File: src/rtl/muldiv_ctrl_pkg.sv
// -----------------------------------------------------------------------------
// muldiv_ctrl_pkg
// Shared definitions for the HI/LO multiply/divide unit:
//   - alucontrol encodings recognised by the unit (plus one ordinary ALU op)
//   - FSM state encoding
//   - a magnitude helper used for signed operand conditioning
// Optional feature macro used by the unit: MULDIV_FAST_MUL_EN
// -----------------------------------------------------------------------------
package muldiv_ctrl_pkg;

    localparam int XLEN = 32;

    // Decoded EX-stage op codes (5-bit alucontrol).
    localparam logic [4:0] ALU_ADD   = 5'b00010;
    localparam logic [4:0] ALU_MULT  = 5'b10000;
    localparam logic [4:0] ALU_MULTU = 5'b10001;
    localparam logic [4:0] ALU_DIV   = 5'b10010;
    localparam logic [4:0] ALU_DIVU  = 5'b10011;
    localparam logic [4:0] ALU_MTHI  = 5'b10100;
    localparam logic [4:0] ALU_MTLO  = 5'b10101;

    typedef enum logic [1:0] {
        IDLE = 2'd0,
        MUL  = 2'd1,
        DIV  = 2'd2,
        DONE = 2'd3
    } state_t;

    // Absolute value of a two's-complement operand when is_signed is set.
    // 0x80000000 maps to itself, which is its correct unsigned magnitude.
    function automatic logic [XLEN-1:0] magnitude(input logic [XLEN-1:0] v,
                                                  input logic            is_signed);
        return (is_signed && v[XLEN-1]) ? -v : v;
    endfunction

endpackage

File: src/rtl/muldiv_ctrl_if.sv
// -----------------------------------------------------------------------------
// muldiv_ctrl_if
// Pipeline-side bundle of the multiply/divide unit.
//   start       EX-stage instruction valid for this unit
//   alucontrol  decoded op code
//   srca/srcb   rs / rt operands
//   flush       exception kill of the in-flight op
//   stall_o     pipeline hold request
//   ready_o     result commit cycle
//   hi_o/lo_o   registered HI / LO
// master = pipeline side, slave = muldiv_ctrl.
// -----------------------------------------------------------------------------
interface muldiv_ctrl_if;
    logic        start;
    logic [4:0]  alucontrol;
    logic [31:0] srca;
    logic [31:0] srcb;
    logic        flush;
    logic        stall_o;
    logic        ready_o;
    logic [31:0] hi_o;
    logic [31:0] lo_o;

    modport master (
        output start, alucontrol, srca, srcb, flush,
        input  stall_o, ready_o, hi_o, lo_o
    );

    modport slave (
        input  start, alucontrol, srca, srcb, flush,
        output stall_o, ready_o, hi_o, lo_o
    );
endinterface

File: src/rtl/muldiv_ctrl_div_iter.sv
// -----------------------------------------------------------------------------
// div_iter
// Restoring radix-2 unsigned divider datapath: one quotient bit per enabled
// cycle, 32 steps for a full result. Sequencing lives in the parent.
//   clk        clock
//   load       capture dividend/divisor, clear the partial remainder
//   en         perform one iteration
//   dividend   unsigned dividend (magnitude)
//   divisor    unsigned divisor (magnitude)
//   quotient   quotient shift register
//   remainder  partial remainder register
// -----------------------------------------------------------------------------
module div_iter (
    input  logic        clk,
    input  logic        load,
    input  logic        en,
    input  logic [31:0] dividend,
    input  logic [31:0] divisor,
    output logic [31:0] quotient,
    output logic [31:0] remainder
);

    logic [31:0] rem_q;
    logic [31:0] quo_q;
    logic [31:0] dvsr_q;
    logic [32:0] shifted;
    logic [32:0] trial;

    // Shift the next dividend bit into the remainder and try a subtraction.
    // Since rem < divisor, shifted < 2*divisor, so trial[32] is exactly the borrow.
    always_comb begin
        shifted = {rem_q, quo_q[31]};
        trial   = shifted - {1'b0, dvsr_q};
    end

    // NOTE: pure datapath registers carry no reset; load always precedes use.
    always_ff @(posedge clk) begin
        if (load) begin
            rem_q  <= '0;
            quo_q  <= dividend;
            dvsr_q <= divisor;
        end else if (en) begin
            if (!trial[32]) begin
                rem_q <= trial[31:0];
                quo_q <= {quo_q[30:0], 1'b1};
            end else begin
                rem_q <= shifted[31:0];
                quo_q <= {quo_q[30:0], 1'b0};
            end
        end
    end

    assign quotient  = quo_q;
    assign remainder = rem_q;

endmodule

File: src/rtl/muldiv_ctrl.sv
// -----------------------------------------------------------------------------
// muldiv_ctrl
// HI/LO multiply/divide unit for the EX stage. Handles MULT, MULTU, DIV, DIVU,
// MTHI, MTLO; any other alucontrol with start is ignored.
//   clk   clock
//   rst   synchronous active-high reset
//   bus   muldiv_ctrl_if.slave: start, alucontrol, srca, srcb, flush in;
//         stall_o, ready_o, hi_o, lo_o out
// Multi-cycle ops stall for the accept cycle plus 32 iteration cycles, then
// spend one DONE cycle (ready_o=1) doing the sign fix and HI/LO commit.
// Macro MULDIV_FAST_MUL_EN: when defined, MULT/MULTU complete in one cycle
// with a combinational 64-bit product; otherwise they iterate like DIV.
// -----------------------------------------------------------------------------
module muldiv_ctrl
    import muldiv_ctrl_pkg::*;
(
    input  logic         clk,
    input  logic         rst,
    muldiv_ctrl_if.slave bus
);

    state_t      state, state_nxt;
    logic [4:0]  cnt;
    logic [31:0] hi_q, lo_q;

    // Op context captured when a multi-cycle op is accepted.
    logic        neg_q;          // quotient / product gets negated
    logic        neg_r;          // remainder takes the dividend's (negative) sign
    logic        div_zero;
    logic [31:0] dividend_raw;   // original srca, committed to HI on divide by zero

    logic        is_mul, is_div, is_signed, long_op, go;
    logic [31:0] mag_a, mag_b;
    logic [31:0] quo, rem;
    logic [31:0] res_hi, res_lo;
    logic        stall, ready;

    // ---------------------------------------------------------------- decode
    always_comb begin
        is_mul    = (bus.alucontrol == ALU_MULT) || (bus.alucontrol == ALU_MULTU);
        is_div    = (bus.alucontrol == ALU_DIV)  || (bus.alucontrol == ALU_DIVU);
        is_signed = (bus.alucontrol == ALU_MULT) || (bus.alucontrol == ALU_DIV);
`ifdef MULDIV_FAST_MUL_EN
        long_op   = is_div;
`else
        long_op   = is_div || is_mul;
`endif
        // An instruction is only taken from IDLE; DONE still sees the same one.
        go        = (state == IDLE) && bus.start && !bus.flush;
        mag_a     = magnitude(bus.srca, is_signed);
        mag_b     = magnitude(bus.srcb, is_signed);
    end

    // ------------------------------------------------------------------- FSM
    // NOTE: sequential state uses non-blocking assignments so every register
    // samples pre-edge values regardless of process ordering.
    always_ff @(posedge clk) begin
        if (rst) begin
            state <= IDLE;
            cnt   <= '0;
        end else begin
            state <= state_nxt;
            // Counter runs only while iterating; wrap 31->0 coincides with exit.
            if (state == MUL || state == DIV) cnt <= cnt + 5'd1;
            else                              cnt <= '0;
        end
    end

    // NOTE: every output of this block gets a default first so no path
    // leaves one unassigned and infers a latch.
    always_comb begin
        state_nxt = state;
        stall     = 1'b0;
        ready     = 1'b0;
        case (state)
            IDLE: begin
                if (go && long_op) begin
                    stall     = 1'b1;
                    state_nxt = is_div ? DIV : MUL;
                end
            end
            MUL, DIV: begin
                stall = 1'b1;
                if (cnt == 5'd31) state_nxt = DONE;
            end
            DONE: begin
                ready     = 1'b1;
                state_nxt = IDLE;
            end
            default: state_nxt = IDLE;
        endcase
        // Flush kills whatever is in flight; reset dominates everything.
        if (bus.flush) begin
            state_nxt = IDLE;
            stall     = 1'b0;
            ready     = 1'b0;
        end
        if (rst) begin
            stall = 1'b0;
            ready = 1'b0;
        end
    end

    // ------------------------------------------------------------ op context
    always_ff @(posedge clk) begin
        if (go && long_op) begin
            neg_q        <= is_signed && (bus.srca[31] ^ bus.srcb[31]);
            neg_r        <= is_signed && bus.srca[31];
            div_zero     <= (bus.srcb == 32'd0);
            dividend_raw <= bus.srca;
        end
    end

    // -------------------------------------------------------- divide datapath
    div_iter u_div_iter (
        .clk       (clk),
        .load      (go && is_div),
        .en        (state == DIV),
        .dividend  (mag_a),
        .divisor   (mag_b),
        .quotient  (quo),
        .remainder (rem)
    );

    // ------------------------------------------------------ multiply datapath
`ifdef MULDIV_FAST_MUL_EN
    logic [63:0] ext_a, ext_b, fast_prod;

    // Low 64 bits of the product of sign/zero-extended operands are exact
    // for both signed and unsigned forms.
    always_comb begin
        ext_a     = is_signed ? {{32{bus.srca[31]}}, bus.srca} : {32'd0, bus.srca};
        ext_b     = is_signed ? {{32{bus.srcb[31]}}, bus.srcb} : {32'd0, bus.srcb};
        fast_prod = ext_a * ext_b;
    end
`else
    logic        op_div;
    logic [63:0] prod_q;
    logic [31:0] mcand_q;
    logic [32:0] mul_sum;

    // Shift-add: multiplier sits in prod_q[31:0] and is consumed LSB first
    // while partial sums enter from the top.
    always_comb begin
        mul_sum = {1'b0, prod_q[63:32]} + (prod_q[0] ? {1'b0, mcand_q} : 33'd0);
    end

    always_ff @(posedge clk) begin
        if (go && long_op) op_div <= is_div;
        if (go && is_mul) begin
            prod_q  <= {32'd0, mag_b};
            mcand_q <= mag_a;
        end else if (state == MUL) begin
            prod_q  <= {mul_sum, prod_q[31:1]};
        end
    end
`endif

    // ------------------------------------------------------ DONE sign fix-up
    always_comb begin
        res_hi = neg_r ? -rem : rem;
        res_lo = neg_q ? -quo : quo;
        if (div_zero) begin
            res_hi = dividend_raw;
            res_lo = 32'hFFFF_FFFF;
        end
`ifndef MULDIV_FAST_MUL_EN
        if (!op_div) {res_hi, res_lo} = neg_q ? -prod_q : prod_q;
`endif
    end

    // ----------------------------------------------------------------- HI/LO
    always_ff @(posedge clk) begin
        if (rst) begin
            hi_q <= '0;
            lo_q <= '0;
        end else if (go) begin
            if (bus.alucontrol == ALU_MTHI) hi_q <= bus.srca;
            if (bus.alucontrol == ALU_MTLO) lo_q <= bus.srca;
`ifdef MULDIV_FAST_MUL_EN
            if (is_mul) {hi_q, lo_q} <= fast_prod;
`endif
        end else if (state == DONE && !bus.flush) begin
            hi_q <= res_hi;
            lo_q <= res_lo;
        end
    end

    assign bus.stall_o = stall;
    assign bus.ready_o = ready;
    assign bus.hi_o    = hi_q;
    assign bus.lo_o    = lo_q;

endmodule

File: src/flat_wrapper.sv
// flat-port wrapper written by rule: the top's interface ports become plain ports
module muldiv_ctrl_flat import muldiv_ctrl_pkg::*;
  (clk, rst, bus_start, bus_alucontrol, bus_srca, bus_srcb, bus_flush, bus_stall_o, bus_ready_o, bus_hi_o, bus_lo_o);
  muldiv_ctrl_if bus_i ();
  input  logic clk;
  input  logic rst;
  input wire logic [$bits(bus_i.start)-1:0] bus_start;
  input wire logic [$bits(bus_i.alucontrol)-1:0] bus_alucontrol;
  input wire logic [$bits(bus_i.srca)-1:0] bus_srca;
  input wire logic [$bits(bus_i.srcb)-1:0] bus_srcb;
  input wire logic [$bits(bus_i.flush)-1:0] bus_flush;
  output wire logic [$bits(bus_i.stall_o)-1:0] bus_stall_o;
  output wire logic [$bits(bus_i.ready_o)-1:0] bus_ready_o;
  output wire logic [$bits(bus_i.hi_o)-1:0] bus_hi_o;
  output wire logic [$bits(bus_i.lo_o)-1:0] bus_lo_o;
  assign bus_i.start = bus_start;
  assign bus_i.alucontrol = bus_alucontrol;
  assign bus_i.srca = bus_srca;
  assign bus_i.srcb = bus_srcb;
  assign bus_i.flush = bus_flush;
  assign bus_stall_o = bus_i.stall_o;
  assign bus_ready_o = bus_i.ready_o;
  assign bus_hi_o = bus_i.hi_o;
  assign bus_lo_o = bus_i.lo_o;
  muldiv_ctrl u_core (.clk(clk), .rst(rst), .bus(bus_i));
endmodule
File: config.mk
export PLATFORM = sky130hd
export DESIGN_NAME = muldiv_ctrl_flat
export DESIGN_NICKNAME = d
export VERILOG_FILES = /design/src/rtl/muldiv_ctrl_pkg.sv /design/src/rtl/muldiv_ctrl_if.sv /design/src/rtl/muldiv_ctrl_div_iter.sv /design/src/rtl/muldiv_ctrl.sv /design/src/flat_wrapper.sv
export SDC_FILE = /design/constraint.sdc
export NUM_CORES = 1
export LEC_CHECK = 0
export ABC_AREA = 1
export CORE_AREA = 3 3 217 219
export DETAILED_ROUTE_END_ITERATION = 10
export DIE_AREA = 0 0 220 222
export HOLD_SLACK_MARGIN = 0.08
export PLACE_DENSITY = 0.7
export SLEW_MARGIN = 0
export SYNTH_ARGS = -nofsm -noshare
export SYNTH_HDL_FRONTEND = slang
export SYNTH_HIERARCHICAL = 1
export SYNTH_SLANG_ARGS = --single-unit
export TNS_END_PERCENT = 10
File: constraint.sdc
create_clock -name clk -period 5.8 [get_ports clk]
set_clock_uncertainty 0.2 [all_clocks]
set_input_delay 1.16 -clock clk [delete_from_list [all_inputs] [get_ports clk]]
set_output_delay 1.16 -clock clk [all_outputs]
set_load 0.03 [all_outputs]
==> run_results.csv <==
group,metric,value,unit
power_and_ir_drop,share_comb_of_total_power,0.281,
placement,placed_cells,4279,
power_and_ir_drop,intPower,4.50,mW
clocking,cts_tree,"yes",
timing,layout_min_cycle_time,4.27,ns
drt,via_per_inst,5.64,
placement,globalplace.congestion,1.05,
drt,drt_pass1_iterations,6,
power_and_ir_drop,sw_frac_of_total,0.365,
grt,grt_use_total,0.348,
clocking,clk_root_buffer_cell,"clkbuf_16",
logic_synthesis,synth_warnings,6,
logic_synthesis,synthSimpleGateAreaFrac,0.366,
logic_synthesis,synth_top_family_by_area,"simple AND/OR/NAND/NOR gates",
drt,dr_total_vias,24492,
clocking,cts_num_sinks,299,
layout,fillers,4548,
logic_synthesis,synth_compound_area_frac,0.115,
clocking,cts_buffers,36,
timing,rsz0062_at_grt,"no",
power_and_ir_drop,power_switching,2.58,mW
grt,grt_pass1_vias,21978,
drt,drtAntennaViolNets,0,
flow_run,drv_cap,0,
logic_synthesis,yosysMostFrequentCell,"nand2_1",
logic_synthesis,ys_types,56,
worst_setup_path,path_buf_inv,2,
grt,grt_antenna_before_repair,1,
logic_synthesis,synth_edf_count,164,
floorplanning,core,45300,um2
layout,nNetsFinal,3869,
floorplanning,dieArea,48800,um2
placement,hpwl,68100,um
power_and_ir_drop,pwr-share-clk,0.341,
logic_synthesis,synth_fa_ha_area_frac,0.0434,
logic_synthesis,muxShareOfSynthArea,0,
logic_synthesis,synthFlopType,"edfxtp_1",
drt,post_drt_wl_per_cell,19.9,um
timing,finalSetupTns,0,ns
clocking,cts_max_level,2,
clocking,cts_hold_buf,0,
worst_setup_path,required,4.44,ns
power_and_ir_drop,p_seq_frac,0.378,
logic_synthesis,synth_area_leader_cell,"edfxtp_1",
worst_setup_path,end_kind,"output port",
worst_setup_path,critical-path-top-delay-family,"buffers and inverters",
timing,period_share,0.736,
drt,drt-total-wl,86500,um
floorplanning,fp.dieH,222,um
drt,drt-initial-drc-count,3258,
timing,relSlewSlack,0.189,
timing,max_freq,234,MHz
placement,port_buffers,138,
worst_setup_path,cp-start-kind,"primary input",
worst_setup_path,rr_endpoint,"u_core/u_div_iter/quotient[0]",
logic_synthesis,ys_ff_latch,299,
clocking,clockBufferDepth,3,
worst_setup_path,slowest_stage,"clkdlybuf4s50_1",
logic_synthesis,syn_avg_cell_area,6.38,um2
clocking,cts.reportedPaths.clkPinSlew,0.05,ns
worst_setup_path,crit_fanout,4,
logic_synthesis,postSynth.asyncResetShare,0,
worst_setup_path,worstSetupEndpoint,"bus_stall_o",
timing,finalMaxSlewViolations,0,
power_and_ir_drop,leakagePower,12.6,nW
layout,antennaDiodeCount,0,
clocking,ctsResizeCount,0,
floorplanning,rows,78,
layout,stdcell_count,4345,
worst_setup_path,reg2reg_depth,15,
timing,hold_violations,0,
worst_setup_path,cp_cell_sequence,"clkdlybuf4s50_1, nor2_1, nand2_2, nor2_4, o21ai_0, nor2_1, clkdlybuf4s50_1",
clocking,clkLatencyLatePin,0.56,ns
worst_setup_path,r2r-start,"u_core/u_div_iter/quotient[31]",
logic_synthesis,synthTopCellsByCount,"nand2_1 (1176), inv_1 (504), nor2_1 (432), nand3_1 (261), o21ai_0 (212)",
logic_synthesis,synthTopCellsByArea,"edfxtp_1 (21%), nand2_1 (19%), dfxtp_1 (12%)",
timing,tightest_slew,1.22,ns
worst_setup_path,rrSetupSlack,2.23,ns
logic_synthesis,synth_fp_nets,3778,
worst_setup_path,critical-path-max-stage-delay,0.68,ns
status,outcome,"finished, final reports clean",
grt,grt_overflow_total,0,
grt,grt_first_pass_wirelength,130000,um
layout,post_route_cells_drive_above_1_share,0.0414,
power_and_ir_drop,vdd_drop_max,0.000180,V
grt,grt_max_degree,77,
logic_synthesis,syn_area,23100,um2
power_and_ir_drop,powerDensity,270,nW/um2
floorplanning,io_pins,139,
hold_path,worstHoldPathType,"reg2reg",
worst_setup_path,path_depth,7,
logic_synthesis,synth-xor-area-share,0.0409,
clocking,cts_setup_buffers,0,
timing,setup_viol_count_final,0,
worst_setup_path,setup.worst_path.start,"bus_alucontrol[2]",
logic_synthesis,synth_top_area_frac,0.213,
drt,drc,0,
floorplanning,start_util,0.511,
worst_setup_path,path_class,"in2out",
logic_synthesis,ys_seq_area_frac,0.330,
logic_synthesis,synth_cells,3626,
floorplanning,fp.dieW,220,um
worst_setup_path,crit_arrival,2.91,ns
layout,area_delta_synth_final,13.5,%
layout by cell type, fill, tap and decap left out, types with 36 or more instances in the layout:
master              n
a21oi_1           156
nor3_1             41
clkbuf_16          36
nor2_1            427
o21ai_0           212
dfxtp_1           135
clkdlybuf4s50_1   138
edfxtp_1          164
nand3_1           260
nand4_1            36
xor2_1             86
nand2_1          1176
ha_1               77
inv_1             503
layer usage:
layer	GRT usage	part of all wire	up-vias
met5	0	0	-
met2	0.502	0.42	1322
met3	0.0702	0.11	162
met4	0.124	0.040	0
met1	0.513	0.43	11237
li1	-	-	11771
area by class of cell:
cell class	instances	area [um2]	share of cell area
clock buffer	49	1000	0.0381
clock inverter	17	248	0.00944
inverter	512	1930	0.0734
multi-input combinational	2705	13100	0.500
sequential	299	7630	0.291
tap	600	751	0.0286
timing repair buffer	163	1570	0.0598
logic make-up (layout without fill, tap and decap cells):
kind of cell	after synthesis	in the layout
flops	299	299
xor+xnor	108	108
buf+inv	622	741
compound gates	479	479
fa+ha+maj	79	79
simple gates	2039	2039
state kept, by name, summed over array words and instances (netlist names):
signal                       cells
u_core/u_div_iter/dvsr_q        32
u_core/u_div_iter/quotient      32
u_core/mcand_q                  32
u_core/prod_q                   64
u_core/op_div                    1
u_core/u_div_iter/remainder     32
u_core/state                     2
u_core/dividend_raw             32
u_core/bus.lo_o                 32
u_core/div_zero                  1
u_core/bus.hi_o                 32
u_core/neg_q                     1
u_core/neg_r                     1
u_core/cnt                       5
stage by stage:
step	instance area, um2	total power [mW]	setup slack [ns]	utilization	hold slack (ns)
after floorplan	23100	3.95	0.683	-	0.218
after global placement	25000	4.62	1.54	0.552	0.232
after detailed placement	25000	4.63	1.54	0.552	0.243
after CTS	26200	7.03	1.54	0.579	0.251
after global routing	26200	7.43	1.43	0.579	0.272
final	26200	7.09	1.53	0.579	0.249
power by group through the flow:
stage,logic [mW],registers (mW),clock network (mW)
floorplan,1.38,2.58,0
global placement,1.92,2.70,0
detailed placement,1.93,2.70,0
CTS,1.94,2.66,2.43
global route,2.23,2.69,2.52
finish,1.99,2.68,2.42
worst min-delay path by stage:
stage                        startpoint       endpoint  slack, ns  cells after the start
final                     u_core/cnt[0]  u_core/cnt[0]       0.25                      1
after global routing      u_core/cnt[0]  u_core/cnt[0]       0.27                      1
after CTS                 u_core/cnt[0]  u_core/cnt[0]       0.25                      1
after detailed placement  u_core/cnt[0]  u_core/cnt[0]       0.24                      1
after global placement    u_core/cnt[0]  u_core/cnt[0]       0.23                      1
after floorplan           u_core/cnt[0]  u_core/cnt[0]       0.22                      1
No activity file was read; power rests on OpenSTA's default activity.
